## src/rtl/console_pkg.sv

```systemverilog
// Shared definitions for the text console renderer: CGA palette,
// attribute byte layout and a constant-expression ceil(log2) helper.
package console_pkg;

    // Attribute byte: [3:0] foreground, [6:4] background, [7] blink.
    localparam int unsigned ATTR_FG_LSB = 0;
    localparam int unsigned ATTR_FG_MSB = 3;
    localparam int unsigned ATTR_BG_LSB = 4;
    localparam int unsigned ATTR_BG_MSB = 6;
    localparam int unsigned ATTR_BLINK  = 7;

    // Standard 16-colour CGA palette, index 15 first.
    localparam logic [15:0][23:0] PALETTE = {
        24'hFFFFFF, 24'hFFFF55, 24'hFF55FF, 24'hFF5555,
        24'h55FFFF, 24'h55FF55, 24'h5555FF, 24'h555555,
        24'hAAAAAA, 24'hAA5500, 24'hAA00AA, 24'hAA0000,
        24'h00AAAA, 24'h00AA00, 24'h0000AA, 24'h000000
    };

    function automatic int unsigned clog2(input int unsigned v);
        int unsigned r;
        r = 0;
        for (int unsigned i = 0; i < 32; i++) begin
            if ((64'd1 << i) < 64'(v)) begin
                r = i + 1;
            end
        end
        return r;
    endfunction

endpackage

```

## src/rtl/console_delay.sv

```systemverilog
// Fixed-depth shift register carrying pixel side-band data alongside
// the text RAM read.
module console_delay #(
    parameter int unsigned WIDTH = 1,
    parameter int unsigned DEPTH = 1
) (
    input  logic             clk_pixel,
    input  logic             reset_n,
    input  logic [WIDTH-1:0] d,
    output logic [WIDTH-1:0] q
);

    logic [WIDTH-1:0] stage [DEPTH];

    // Shift one stage per cycle; reset clears all in-flight entries.
    always_ff @(posedge clk_pixel) begin
        if (!reset_n) begin
            for (int unsigned i = 0; i < DEPTH; i++) begin
                stage[i] <= '0;
            end
        end else begin
            stage[0] <= d;
            for (int unsigned i = 1; i < DEPTH; i++) begin
                stage[i] <= stage[i-1];
            end
        end
    end

    assign q = stage[DEPTH-1];

endmodule

```

## src/rtl/console_renderer.sv

```systemverilog
// Text-mode renderer: maps cx/cy to a character cell, fetches the cell
// from text RAM and the glyph row from font ROM, then emits RGB with a
// fixed RAM_LATENCY+3 cycle latency.
module console_renderer
    import console_pkg::*;
#(
    parameter int unsigned BIT_WIDTH   = 10,
    parameter int unsigned BIT_HEIGHT  = 10,
    parameter int unsigned GLYPH_W     = 8,
    parameter int unsigned GLYPH_H     = 16,
    parameter int unsigned COLS        = 80,
    parameter int unsigned ROWS        = 30,
    parameter int unsigned RAM_LATENCY = 1,
    parameter int unsigned BLINK_LOG2  = 5
) (
    input  logic                            clk_pixel,
    input  logic                            reset_n,
    input  logic [BIT_WIDTH-1:0]            cx,
    input  logic [BIT_HEIGHT-1:0]           cy,
    input  logic                            active,
    input  logic                            cursor_en,
    input  logic [clog2(COLS)-1:0]          cursor_col,
    input  logic [clog2(ROWS)-1:0]          cursor_row,
    output logic [clog2(COLS*ROWS)-1:0]     text_addr,
    input  logic [15:0]                     text_data,
    output logic [7+clog2(GLYPH_H):0]       font_addr,
    input  logic [GLYPH_W-1:0]              font_row,
    output logic [23:0]                     rgb,
    output logic                            rgb_valid
);

    localparam int unsigned GXB    = clog2(GLYPH_W);
    localparam int unsigned GYB    = clog2(GLYPH_H);
    localparam int unsigned ADDR_W = clog2(COLS*ROWS);

    // Blink phase travels with the pixel so a frame-start increment only
    // affects pixels sampled after it, regardless of pipeline depth.
    typedef struct packed {
        logic           valid;
        logic           in_grid;
        logic           cursor_hit;
        logic           blink_phase;
        logic [GYB-1:0] glyph_y;
        logic [GXB-1:0] glyph_x;
    } side_t;

    localparam int unsigned SIDE_W = $bits(side_t);

    logic [BIT_WIDTH-GXB-1:0]  col;
    logic [BIT_HEIGHT-GYB-1:0] row;
    logic                      in_grid;
    logic                      cursor_hit;
    logic                      frame_start;
    logic [BLINK_LOG2:0]       blink_cnt;
    side_t                     s0_side, dl_side, s1_side, s2_side;
    logic [SIDE_W-1:0]         dl_q;
    logic [7:0]                s1_attr, s2_attr;
    logic                      pixel_on;
    logic [23:0]               fg, bg, pix_rgb;

    assign col         = cx[BIT_WIDTH-1:GXB];
    assign row         = cy[BIT_HEIGHT-1:GYB];
    assign in_grid     = active && (32'(col) < COLS) && (32'(row) < ROWS);
    // Requiring in_grid makes an out-of-range cursor column never match.
    assign cursor_hit  = cursor_en && in_grid &&
                         (32'(col) == 32'(cursor_col)) &&
                         (32'(row) == 32'(cursor_row));
    assign frame_start = (cx == '0) && (cy == '0);

    // Frame counter; MSB is the blink phase.
    always_ff @(posedge clk_pixel) begin
        if (!reset_n) begin
            blink_cnt <= '0;
        end else if (frame_start) begin
            blink_cnt <= blink_cnt + 1'b1;
        end
    end

    // S0: cell lookup and side-band capture; address holds outside the grid.
    always_ff @(posedge clk_pixel) begin
        if (!reset_n) begin
            s0_side   <= '0;
            text_addr <= '0;
        end else begin
            s0_side.valid       <= active;
            s0_side.in_grid     <= in_grid;
            s0_side.cursor_hit  <= cursor_hit;
            s0_side.blink_phase <= blink_cnt[BLINK_LOG2];
            s0_side.glyph_y     <= cy[GYB-1:0];
            s0_side.glyph_x     <= cx[GXB-1:0];
            if (in_grid) begin
                text_addr <= ADDR_W'(32'(row) * COLS + 32'(col));
            end
        end
    end

    console_delay #(
        .WIDTH (SIDE_W),
        .DEPTH (RAM_LATENCY)
    ) u_delay (
        .clk_pixel (clk_pixel),
        .reset_n   (reset_n),
        .d         (s0_side),
        .q         (dl_q)
    );

    assign dl_side = side_t'(dl_q);

    // S1: font lookup from fetched character; S1b realigns with font ROM latency.
    always_ff @(posedge clk_pixel) begin
        if (!reset_n) begin
            font_addr <= '0;
            s1_attr   <= '0;
            s1_side   <= '0;
            s2_attr   <= '0;
            s2_side   <= '0;
        end else begin
            font_addr <= {text_data[7:0], dl_side.glyph_y};
            s1_attr   <= text_data[15:8];
            s1_side   <= dl_side;
            s2_attr   <= s1_attr;
            s2_side   <= s1_side;
        end
    end

    assign pixel_on = font_row[GXB'(GLYPH_W - 1) - s2_side.glyph_x];
    assign fg       = PALETTE[s2_attr[ATTR_FG_MSB:ATTR_FG_LSB]];
    assign bg       = PALETTE[{1'b0, s2_attr[ATTR_BG_MSB:ATTR_BG_LSB]}];

    // S2 colour: cursor underline in phase 0, text blink suppressed in cursor cell.
    always_comb begin
        pix_rgb = pixel_on ? fg : bg;
        if (s2_side.cursor_hit && !s2_side.blink_phase &&
            (32'(s2_side.glyph_y) >= GLYPH_H - 2)) begin
            pix_rgb = fg;
        end else if (s2_attr[ATTR_BLINK] && s2_side.blink_phase && !s2_side.cursor_hit) begin
            pix_rgb = bg;
        end
    end

    // Output register: black outside the grid, invalid when not active.
    always_ff @(posedge clk_pixel) begin
        if (!reset_n) begin
            rgb       <= '0;
            rgb_valid <= 1'b0;
        end else begin
            rgb_valid <= s2_side.valid;
            rgb       <= (s2_side.valid && s2_side.in_grid) ? pix_rgb : '0;
        end
    end

endmodule

```

## config.mk

```make
export PLATFORM = sky130hd
export DESIGN_NAME = console_renderer
export DESIGN_NICKNAME = d
export VERILOG_FILES = /design/src/rtl/console_pkg.sv /design/src/rtl/console_delay.sv /design/src/rtl/console_renderer.sv
export SDC_FILE = /design/constraint.sdc
export NUM_CORES = 1
export LEC_CHECK = 0
export BUFFER_PORTS_ARGS = -buffer_cell sky130_fd_sc_hd__clkbuf_2
export CORE_UTILIZATION = 54
export DETAILED_ROUTE_END_ITERATION = 7
export GPL_ROUTABILITY_DRIVEN = 1
export GPL_TIMING_DRIVEN = 1
export HOLD_SLACK_MARGIN = 0.15
export PLACE_DENSITY = 0.84
export SETUP_SLACK_MARGIN = 0.5
export SLEW_MARGIN = 5
export SYNTH_ARGS = -nofsm -noshare
export SYNTH_HDL_FRONTEND = slang
export SYNTH_SLANG_ARGS = --single-unit
```

## constraint.sdc

```tcl
create_clock -name clk_pixel -period 2.95 [get_ports clk_pixel]
set_input_delay 0.1475 -clock clk_pixel [delete_from_list [all_inputs] [get_ports clk_pixel]]
set_output_delay 0.1475 -clock clk_pixel [all_outputs]
set_load 0.02 [all_outputs]
```

==> results.tsv <==
metric	value	unit
regArea	1860	um^2
critPathMaxFanout	6	
firstDrtPassIters	4	
avgSynthCellArea	10.6	um^2
p_sw	0.602	mW
nets	521	
share_comb_of_total_power	12.1	%
cts_buffer_depth	2	
placed_cell_area	3950	um^2
seqPwrFrac	53.1	%
cts_sinks	93	
detail_route.vias_per_cell	4.86	
diodes	0	
ys_ff_latch	93	
finalSetupViolCount	0	
start_util	55.8	%
syn_inst	333	
die_h	82.8	um
synth-async-reset-ratio	0	%
cts_root_buf	clkbuf_8	
area_growth	26.0	%
cts_buffers	9	
finalCritPeriodShare	67.2	%
first_global_vias	2500	
die_area	6850	um^2
slew_violations	0	
p_int	1.87	mW
rsz0062_at_grt	no	
wirelength	6890	um
hold_viol_final	0	
drv_cap	0	
final_layout_size_suffix_gt1_share	28.8	%
core_area	6310	um^2
place.gp.congestion	0.778	
synth.cell_area	3520	um^2
cts_tree	yes	
finalClockSkew	0.0143	ns
critPathCaptureType	register	
p_total	2.47	mW
p_clk_share	34.7	%
drt_iter0_drc	101	
antenna_found_initial	0	
die_w	82.8	um
synth.distinct_cells	35	
synth-main-ff-cell	dfxtp_1	
insertion_delay	0.37	ns
setup_tns	0	ns
fin_area	4440	um^2
dp_slack	0.618	ns
h-tree-depth	3	
via_count	2573	
port_buffers	108	
fmax	0.504	GHz
pwr_density_cell	556	nW/um^2
hold_buffers	28	
timing.hold.worst.class	input port to register	
core.rowCount	29	
cts-resized-gates	0	
dpl.hpwl	4490	um
dpl.cell_count	485	
drc	0	
p_leak	2.01	nW
ant_nets	0	
postCtsSetupBuffers	0	
grt.total_usage	22.2	%
setup_slack	0.967	ns
yosys_warnings	0	
detail_route.wl_per_cell	13.0	um
io_pins	109	
grt_first_pass_wirelength	11100	um
multiInputGateArea	1420	um^2
cts.clk_slew.worst_paths	0.08	ns
synth_edf_count	0	
overflow	0	
slew_headroom	48.7	%
startpoint_type	input port	
final.fill_count	458	
status	complete, no violations	
critPathKind	input port to register	
grt_max_degree	38	
cp.required	3.15	ns
p_sw_share	24.4	%
cp.arrival	2.18	ns
finalNonFillerCells	529	
ys_seq_area_share	52.8	%
synthesis.nets	407	
period_needed	1.98	ns
worst_pin_slew	0.769	ns
ir_worst_vdd	0.366	mV
==> cell usage after synthesis (2+ instances only) <==
cell type / count / area share, %
xnor2_1: 20 / 5.0
a21oi_1: 8 / 1.1
nor3_1: 3 / 0.43
inv_1: 7 / 0.75
clkbuf_1: 9 / 0.96
and3_1: 3 / 0.53
nand3_1: 3 / 0.43
nand4_1: 4 / 0.71
buf_4: 23 / 4.9
ha_1: 12 / 4.3
o21ai_0: 3 / 0.43
nor4_1: 9 / 1.6
a21o_1: 2 / 0.43
nor2_1: 27 / 2.9
a211oi_1: 3 / 0.64
fa_1: 2 / 1.1
mux2i_1: 12 / 3.4
xor2_1: 5 / 1.2
nand2_1: 7 / 0.75
mux2_2: 3 / 0.96
dfxtp_1: 93 / 53
and2_1: 62 / 11
==> critical path, cell delays in order <==
cell      delay, ns
clkbuf_2       0.15
ha_1           0.32
ha_1           0.23
fa_1           0.56
and3_1         0.17
a32oi_1        0.08
nor4_1         0.25
xnor2_1        0.16
a21oi_1        0.10
==> cell families (layout without fill, tap and decap cells) <==
| kind of cell | after synthesis | count (layout) | share of synthesized area [%] |
|---|---|---|---|
| AND/OR/NAND/NOR | 123 | 123 | 19.5 |
| flip-flops | 93 | 93 | 52.8 |
| buffers and inverters | 41 | 160 | 6.85 |
| XOR/XNOR | 25 | 25 | 6.21 |
| AO/OA/AOI/OAI | 20 | 20 | 3.90 |
| multiplexers | 17 | 17 | 5.32 |
| adder cells (fa/ha/maj) | 14 | 14 | 5.40 |
==> cell type report <==
type | count | area share, %
multi-input cells | 199 | 32.0
inverters | 7 | 0.592
well taps | 77 | 2.17
clock inverters | 6 | 1.55
clock buffers | 10 | 3.10
flip-flops and latches | 93 | 41.9
repair buffers | 137 | 18.7
==> power by group through the flow <==
| stage | clock [mW] | sequential (mW) | combinational (mW) |
|---|---|---|---|
| after floorplan | 0 | 1.36 | 0.152 |
| after global placement | 0 | 1.34 | 0.260 |
| after detailed placement | 0 | 1.34 | 0.266 |
| after CTS | 0.875 | 1.31 | 0.296 |
| after global routing | 0.932 | 1.32 | 0.330 |
| final | 0.857 | 1.31 | 0.299 |
==> sequential cells by signal, indices dropped and copies added (netlist names), 6 cells and up <==
signal         count
s2_side           10
font_addr         12
text_addr         12
u_delay.stage     11
s1_attr            8
blink_cnt          6
s0_side           11
s1_side            7
==> worst paths after layout <==
kind,startpoint,to,slack [ns],cells after the start
setup / recovery,cy[5],text_addr[11],0.97,9
hold / removal,cursor_en,s0_side[8],0.22,3
setup reg to reg,s2_side[1],rgb[7],1.02,5
hold reg to reg,fg[22],rgb[22],0.42,2
==> per-layer routing <==
metal	part of all wire (%)	vias to the layer above	track usage, %
met5	0	-	0
met4	2.0	0	10.3
met3	5.5	13	5.68
met2	51	101	38.9
met1	41	1163	25.1
li1	-	1296	-
==> placed cells by master, fill, tap and decap left out, types with 4 or more instances in the layout <==
master,n
xnor2_1,20
ha_1,12
clkbuf_8,10
inv_1,7
dlygate4sd3_1,28
a21oi_1,8
nor4_1,9
and2_1,62
nand2_1,7
dfxtp_1,93
clkbuf_2,108
nor2_1,27
mux2i_1,12
xor2_1,5
nand4_1,4
==> per-stage QoR <==
stage               util (%)  hold slack, ns
floorplan                  -           0.275
global placement        62.6           0.353
detailed placement      62.6           0.356
CTS                     70.3           0.201
global route            70.3           0.219
finish                  70.3           0.217
Note: power is estimated with default switching activity, not from simulation.
